<file path="config.mk">
export PLATFORM = sky130hd
export DESIGN_NAME = ai_dense_mac
export DESIGN_NICKNAME = d
export VERILOG_FILES = /design/src/rtl/ai_dense_mac.sv
export SDC_FILE = /design/constraint.sdc
export NUM_CORES = 1
export LEC_CHECK = 0
export ABC_AREA = 1
export ABC_CLOCK_PERIOD_IN_PS = 5750
export BUFFER_PORTS_ARGS = -buffer_cell sky130_fd_sc_hd__buf_2
export CAP_MARGIN = 0
export CORE_MARGIN = 2
export CORE_UTILIZATION = 63
export DETAILED_ROUTE_END_ITERATION = 6
export PLACE_DENSITY = 0.92
export SYNTH_ARGS = -nofsm -noshare
export SYNTH_HDL_FRONTEND = slang
export SYNTH_SLANG_ARGS = --single-unit
</file>
<file path="constraint.sdc">
create_clock -name clk -period 5.75 [get_ports clk]
set_input_delay 0.2875 -clock clk [delete_from_list [all_inputs] [get_ports clk]]
set_output_delay 0.2875 -clock clk [all_outputs]
set_load 0.02 [all_outputs]
</file>
<file path="src/rtl/ai_dense_mac.sv">
// ai_dense_mac: dense-layer compute engine for one layer.
// For each output neuron j it reads one 4-bit signed bias and N_IN
// weight/activation pairs through 1-cycle-latency read ports. It accumulates
// bias + sum(w*act) in a wrapping ACC_BITS signed accumulator, then applies
// the output shift and clamp, and hands the result out over valid/ready.
// Optional macro AI_DENSE_RELU_EN: when defined, the output uses an unsigned
// ReLU clamp to [0, 2^A_BITS-1]. Otherwise it uses signed two's-complement
// saturation to A_BITS.
module ai_dense_mac #(
    parameter int N_IN      = 32,
    parameter int N_OUT     = 16,
    parameter int A_BITS    = 8,
    parameter int ACC_BITS  = 18,
    parameter int OUT_SHIFT = 0
) (
    input  logic                             clk,
    input  logic                             rst_n,
    input  logic                             start,
    output logic                             busy,
    output logic                             done,
    output logic [$clog2(N_OUT)-1:0]         b_addr,
    input  logic signed [3:0]                b_data,
    output logic [$clog2(N_IN*N_OUT)-1:0]    w_addr,
    input  logic signed [3:0]                w_data,
    output logic [$clog2(N_IN)-1:0]          act_addr,
    input  logic [A_BITS-1:0]                act_data,
    output logic                             out_valid,
    input  logic                             out_ready,
    output logic [A_BITS-1:0]                out_data,
    output logic [$clog2(N_OUT)-1:0]         out_idx
);

    localparam int JW = $clog2(N_OUT);
    localparam int KW = $clog2(N_IN);
    localparam int WW = $clog2(N_IN*N_OUT);

    localparam logic [2:0] IDLE  = 3'd0;
    localparam logic [2:0] BIAS  = 3'd1;
    localparam logic [2:0] MAC   = 3'd2;
    localparam logic [2:0] DRAIN = 3'd3;
    localparam logic [2:0] EMIT  = 3'd4;

`ifdef AI_DENSE_RELU_EN
    localparam logic signed [ACC_BITS-1:0] UMAX = ACC_BITS'((2**A_BITS) - 1);
`else
    localparam logic signed [ACC_BITS-1:0] SMAX = ACC_BITS'((2**(A_BITS-1)) - 1);
    localparam logic signed [ACC_BITS-1:0] SMIN = ACC_BITS'(-(2**(A_BITS-1)));
`endif

    logic [2:0]                  state;
    logic [JW-1:0]               j;
    logic [KW-1:0]               k;
    logic signed [ACC_BITS-1:0]  acc;
    logic signed [A_BITS:0]      act_s;
    logic signed [A_BITS+4:0]    prod;
    logic signed [ACC_BITS-1:0]  acc_sum;

    // Shift the accumulator, then clamp it to the A_BITS output format.
    function automatic logic [A_BITS-1:0] clamp_out(input logic signed [ACC_BITS-1:0] a);
        logic signed [ACC_BITS-1:0] r;
        r = a >>> OUT_SHIFT;
`ifdef AI_DENSE_RELU_EN
        if (r[ACC_BITS-1])
            clamp_out = '0;
        else if (r > UMAX)
            clamp_out = '1;
        else
            clamp_out = r[A_BITS-1:0];
`else
        if (r < SMIN)
            clamp_out = {1'b1, {(A_BITS-1){1'b0}}};
        else if (r > SMAX)
            clamp_out = {1'b0, {(A_BITS-1){1'b1}}};
        else
            clamp_out = r[A_BITS-1:0];
`endif
    endfunction

    // The weight is sign-extended and the activation zero-extended, so the
    // product is a plain signed multiply. The sum wraps at ACC_BITS.
    assign act_s   = {1'b0, act_data};
    assign prod    = w_data * act_s;
    assign acc_sum = acc + ACC_BITS'(prod);

    // Layer sequencer: address generation, accumulation and the result handshake.
    always_ff @(posedge clk or negedge rst_n) begin
        if (!rst_n) begin
            state     <= IDLE;
            busy      <= 1'b0;
            done      <= 1'b0;
            out_valid <= 1'b0;
            b_addr    <= '0;
            w_addr    <= '0;
            act_addr  <= '0;
            out_data  <= '0;
            out_idx   <= '0;
            acc       <= '0;
            j         <= '0;
            k         <= '0;
        end else begin
            done <= 1'b0;
            case (state)
                IDLE: begin
                    if (start) begin
                        state  <= BIAS;
                        busy   <= 1'b1;
                        j      <= '0;
                        b_addr <= '0;
                    end
                end
                BIAS: begin
                    state    <= MAC;
                    k        <= '0;
                    w_addr   <= WW'(int'(j) * N_IN);
                    act_addr <= '0;
                end
                MAC: begin
                    // Read data lags the address by one cycle. At k=0 the bias
                    // arrives; after that, the product issued at k-1 arrives.
                    if (k == '0)
                        acc <= ACC_BITS'(b_data);
                    else
                        acc <= acc_sum;
                    if (k == KW'(N_IN - 1)) begin
                        state <= DRAIN;
                    end else begin
                        k        <= k + KW'(1);
                        w_addr   <= w_addr + WW'(1);
                        act_addr <= act_addr + KW'(1);
                    end
                end
                DRAIN: begin
                    // The last product lands here. The result is registered
                    // directly from the final sum, so EMIT presents it at once.
                    acc       <= acc_sum;
                    out_data  <= clamp_out(acc_sum);
                    out_idx   <= j;
                    out_valid <= 1'b1;
                    state     <= EMIT;
                end
                EMIT: begin
                    if (out_ready) begin
                        out_valid <= 1'b0;
                        if (j == JW'(N_OUT - 1)) begin
                            state <= IDLE;
                            busy  <= 1'b0;
                            done  <= 1'b1;
                        end else begin
                            j      <= j + JW'(1);
                            b_addr <= j + JW'(1);
                            state  <= BIAS;
                        end
                    end
                end
                default: state <= IDLE;
            endcase
        end
    end

endmodule

</file>
==> results by group <==
Status
  • Outcome: finished, final reports clean

Global routing
  • Total global-route track usage: 29.2%
  • Vias in the first global route: 4581
  • Pin count of the biggest net entering global routing: 60
  • Overflow after GRT: 0
  • First-pass GRT wire length: 20.3 mm
  • Initial antenna violation count: 0

Synthesis
  • Yosys cell types: 34
  • Multiplexer area fraction after synthesis: 0%
  • Syn. warnings: 0
  • Post-synthesis xor/xnor area fraction: 1.89%
  • Net Count, Synth: 791
  • Yosys top cell by area: dfrtp_1
  • Post-synth top area share: 29.4%
  • Largest family of logic cells by synthesized area: simple AND/OR/NAND/NOR gates
  • Synth area leaders: dfrtp_1 (29%), nand2_1 (15%), ha_1 (12%), inv_1 (10%), fa_1 (9.2%)
  • Top cells by count, synth: nand2_1 (199), inv_1 (137), dfrtp_1 (59), nor2_1 (58), ha_1 (47)
  • Post-Synth Adder-Cell Area: 20.9%
  • Synth Flop Type: dfrtp_1
  • Number of flops mapped to enable cells by yosys: 0
  • #FFs+latches synth: 59
  • Top-count cell post-synth: nand2_1
  • Post-synthesis compound-gate area fraction: 8.57%
  • Post-Syn Area per Cell: 7.16 um^2
  • Asr flop ratio synth: 100%
  • Synthesized area: 0.00502 mm^2
  • Synthesized-area fraction occupied by and/or/nand/nor cells: 27.5%
  • Sequential-to-total area share from yosys stat: 29.4%
  • Gate Count Post-Synth: 701

Clock network
  • Clock root buffer master: clkbuf_8
  • Clk pin slew, worst setup/hold paths: 0.08 ns
  • Clock sinks: 59
  • Clock tree buffer depth: 2
  • Hold buffer count at CTS: 0
  • Post-cts sizing count: 0
  • Clk_lat worst skew: 0.34 ns
  • Cts bufs inserted: 9
  • Postcts setup bufs: 0
  • CTS tree: built
  • H-tree levels: 3

Setup path
  • CP most frequent cell: nand2_1
  • CP startpoint: w_data[3]
  • Worst Setup Start Kind: input pin
  • Crit path DAT: 4.65 ns
  • Req. time, crit path: 6.02 ns
  • Crit path cell chain: buf_2, inv_1, or2_2, fa_1, fa_1, fa_1, inv_1, fa_1, nand2_1, nand2_1, nand3_1, nand2_1, nand2_1, nand3_1, nand2_1, nand2_1, nor2_1, nand2_1, a21oi_4, nand2_1, nand2_1
  • Kind of critical path: in -> reg
  • CP Max Fanout: 9
  • Worst R2R Setup Slack: 1.69 ns
  • Critical path's top delay family: adder cells
  • Kind of end point of the critical path: flip-flop
  • Worst path bufs/invs: 3
  • Critical path's slowest cell: fa_1
  • R2R Path Start: acc[3]$_DFFE_PN0P_
  • CP peak stage delay: 0.55 ns

Placement
  • DP Area: 0.00538 mm^2
  • Dpl hpwl: 9.29 mm
  • # port buffers: 52
  • Final Wtd Congestion: 0.921

Worst hold path
  • Hold Path Class: in -> async

Final layout
  • Area Overhead vs Synth: 11.6%
  • Layout cells sized above 1: 13.7%
  • Util after Layout: 72.5%
  • Final net count: 846
  • Post-route design area: 0.00560 mm^2
  • Antenna fix cells: 0

Run
  • Max-Cap Viols: 0

STA
  • Sum Neg Setup Slack: 0 ns
  • Final Skew: 0.0117 ns
  • Hold_ws: 0.0977 ns
  • Final Hold Fails: 0
  • Setup Viol. Count Final: 0
  • Tmin final: 4.38 ns
  • Slew HR: 43.5%
  • Crit share post-route: 76.3%
  • Unrepaired setup endpoints after global routing: false
  • Top achievable clock speed: 228 MHz
  • Slew @ Worst Pin: 0.845 ns
  • Pins Over Slew Limit: 0

Route
  • Pre-antenna DRT Iters: 5
  • Vias: 4663
  • WL/cell: 13.8 um
  • Final wirelength: 11.9 mm
  • Antenna viol nets, final: 0
  • DRC: 0
  • Vias per inst: 5.40
  • Detailed Route Iter0 Violations: 341

Floorplan
  • Die W: 93.3 um
  • Core Region: 0.00773 mm^2
  • I/O pins: 53
  • Area of the die: 0.00870 mm^2
  • Initial core utilization: 65.0%
  • Rows: 32
  • DIE HEIGHT: 93.3 um
-- cell families after synthesis --
family,after synthesis
simple gates,330
buf+inv,157
flops,59
fa+ha+maj,70
compound gates,75
xor+xnor,10
-- flip-flops by register name (all words and copies together) (netlist names), 3 cells and up --
name	flops
act_addr	5
w_addr	9
k	5
acc	18
state	3
out_data	8
out_idx	4
j	4
-- worst paths after layout --
kind	end	cells after the start
min in group clk	acc[1]$_DFFE_PN0P_	3
worst min-delay path	act_addr[4]$_DFFE_PN0P_	2
worst max-delay path	out_data[4]$_DFFE_PN0P_	21
worst min register to register	out_data[2]$_DFFE_PN0P_	2
worst max register to register	out_data[4]$_DFFE_PN0P_	19
max in group asynchronous	w_addr[7]$_DFFE_PN0P_	2
-- worst reg2reg max path: cells and delay by family, from the launching register on --
family | cells | cell delay (ns)
DFF | 1 | 0.42
adders and majority gates | 4 | 2.05
AOI/OAI and AO/OA | 1 | 0.23
buffers and inverters | 2 | 0.13
and+or+nand+nor | 12 | 1.16
-- metrics by stage --
step | cells | setup WS (ns)
floorplan | 701 | 1.86
global placement | 847 | 1.30
detailed placement | 847 | 1.07
CTS | 863 | 1.42
global route | 863 | 1.07
finish | 863 | 1.37
-- layout make-up --
| cell class | instances | area, um^2 |
|---|---|---|
| multi-input combinational | 485 | 2950 |
| fill | 580 | 2120 |
| sequential | 59 | 1480 |
| inverter | 148 | 556 |
| timing repair buffer | 53 | 268 |
| tap | 102 | 128 |
| clock buffer | 9 | 124 |
| clock inverter | 7 | 100 |
-- cell usage in the layout, fill, tap and decap left out, drive strengths merged, types with 3 or more instances in the layout --
cell | Yosys | layout
dfrtp | 59 | 59
nand3 | 44 | 44
clkinv | 1 | 4
o21ai | 25 | 25
nor3 | 11 | 11
clkbuf | 8 | 9
xor2 | 7 | 7
xnor2 | 3 | 3
nand4 | 3 | 3
ha | 47 | 47
nand2 | 205 | 205
nor2 | 62 | 62
fa | 23 | 23
buf | 1 | 53
a21oi | 40 | 40
inv | 147 | 149
-- routing by layer --
layer	up-vias	GRT usage (%)	part of all wire [%]
li1	2272	-	-
met1	2209	37.9	43
met2	147	49.3	49
met3	35	5.48	4.7
met4	0	9.68	2.9
met5	-	0	0
Power is not shown: default switching activity piles up to over one toggle a cycle in this logic, so the estimate is an artifact.
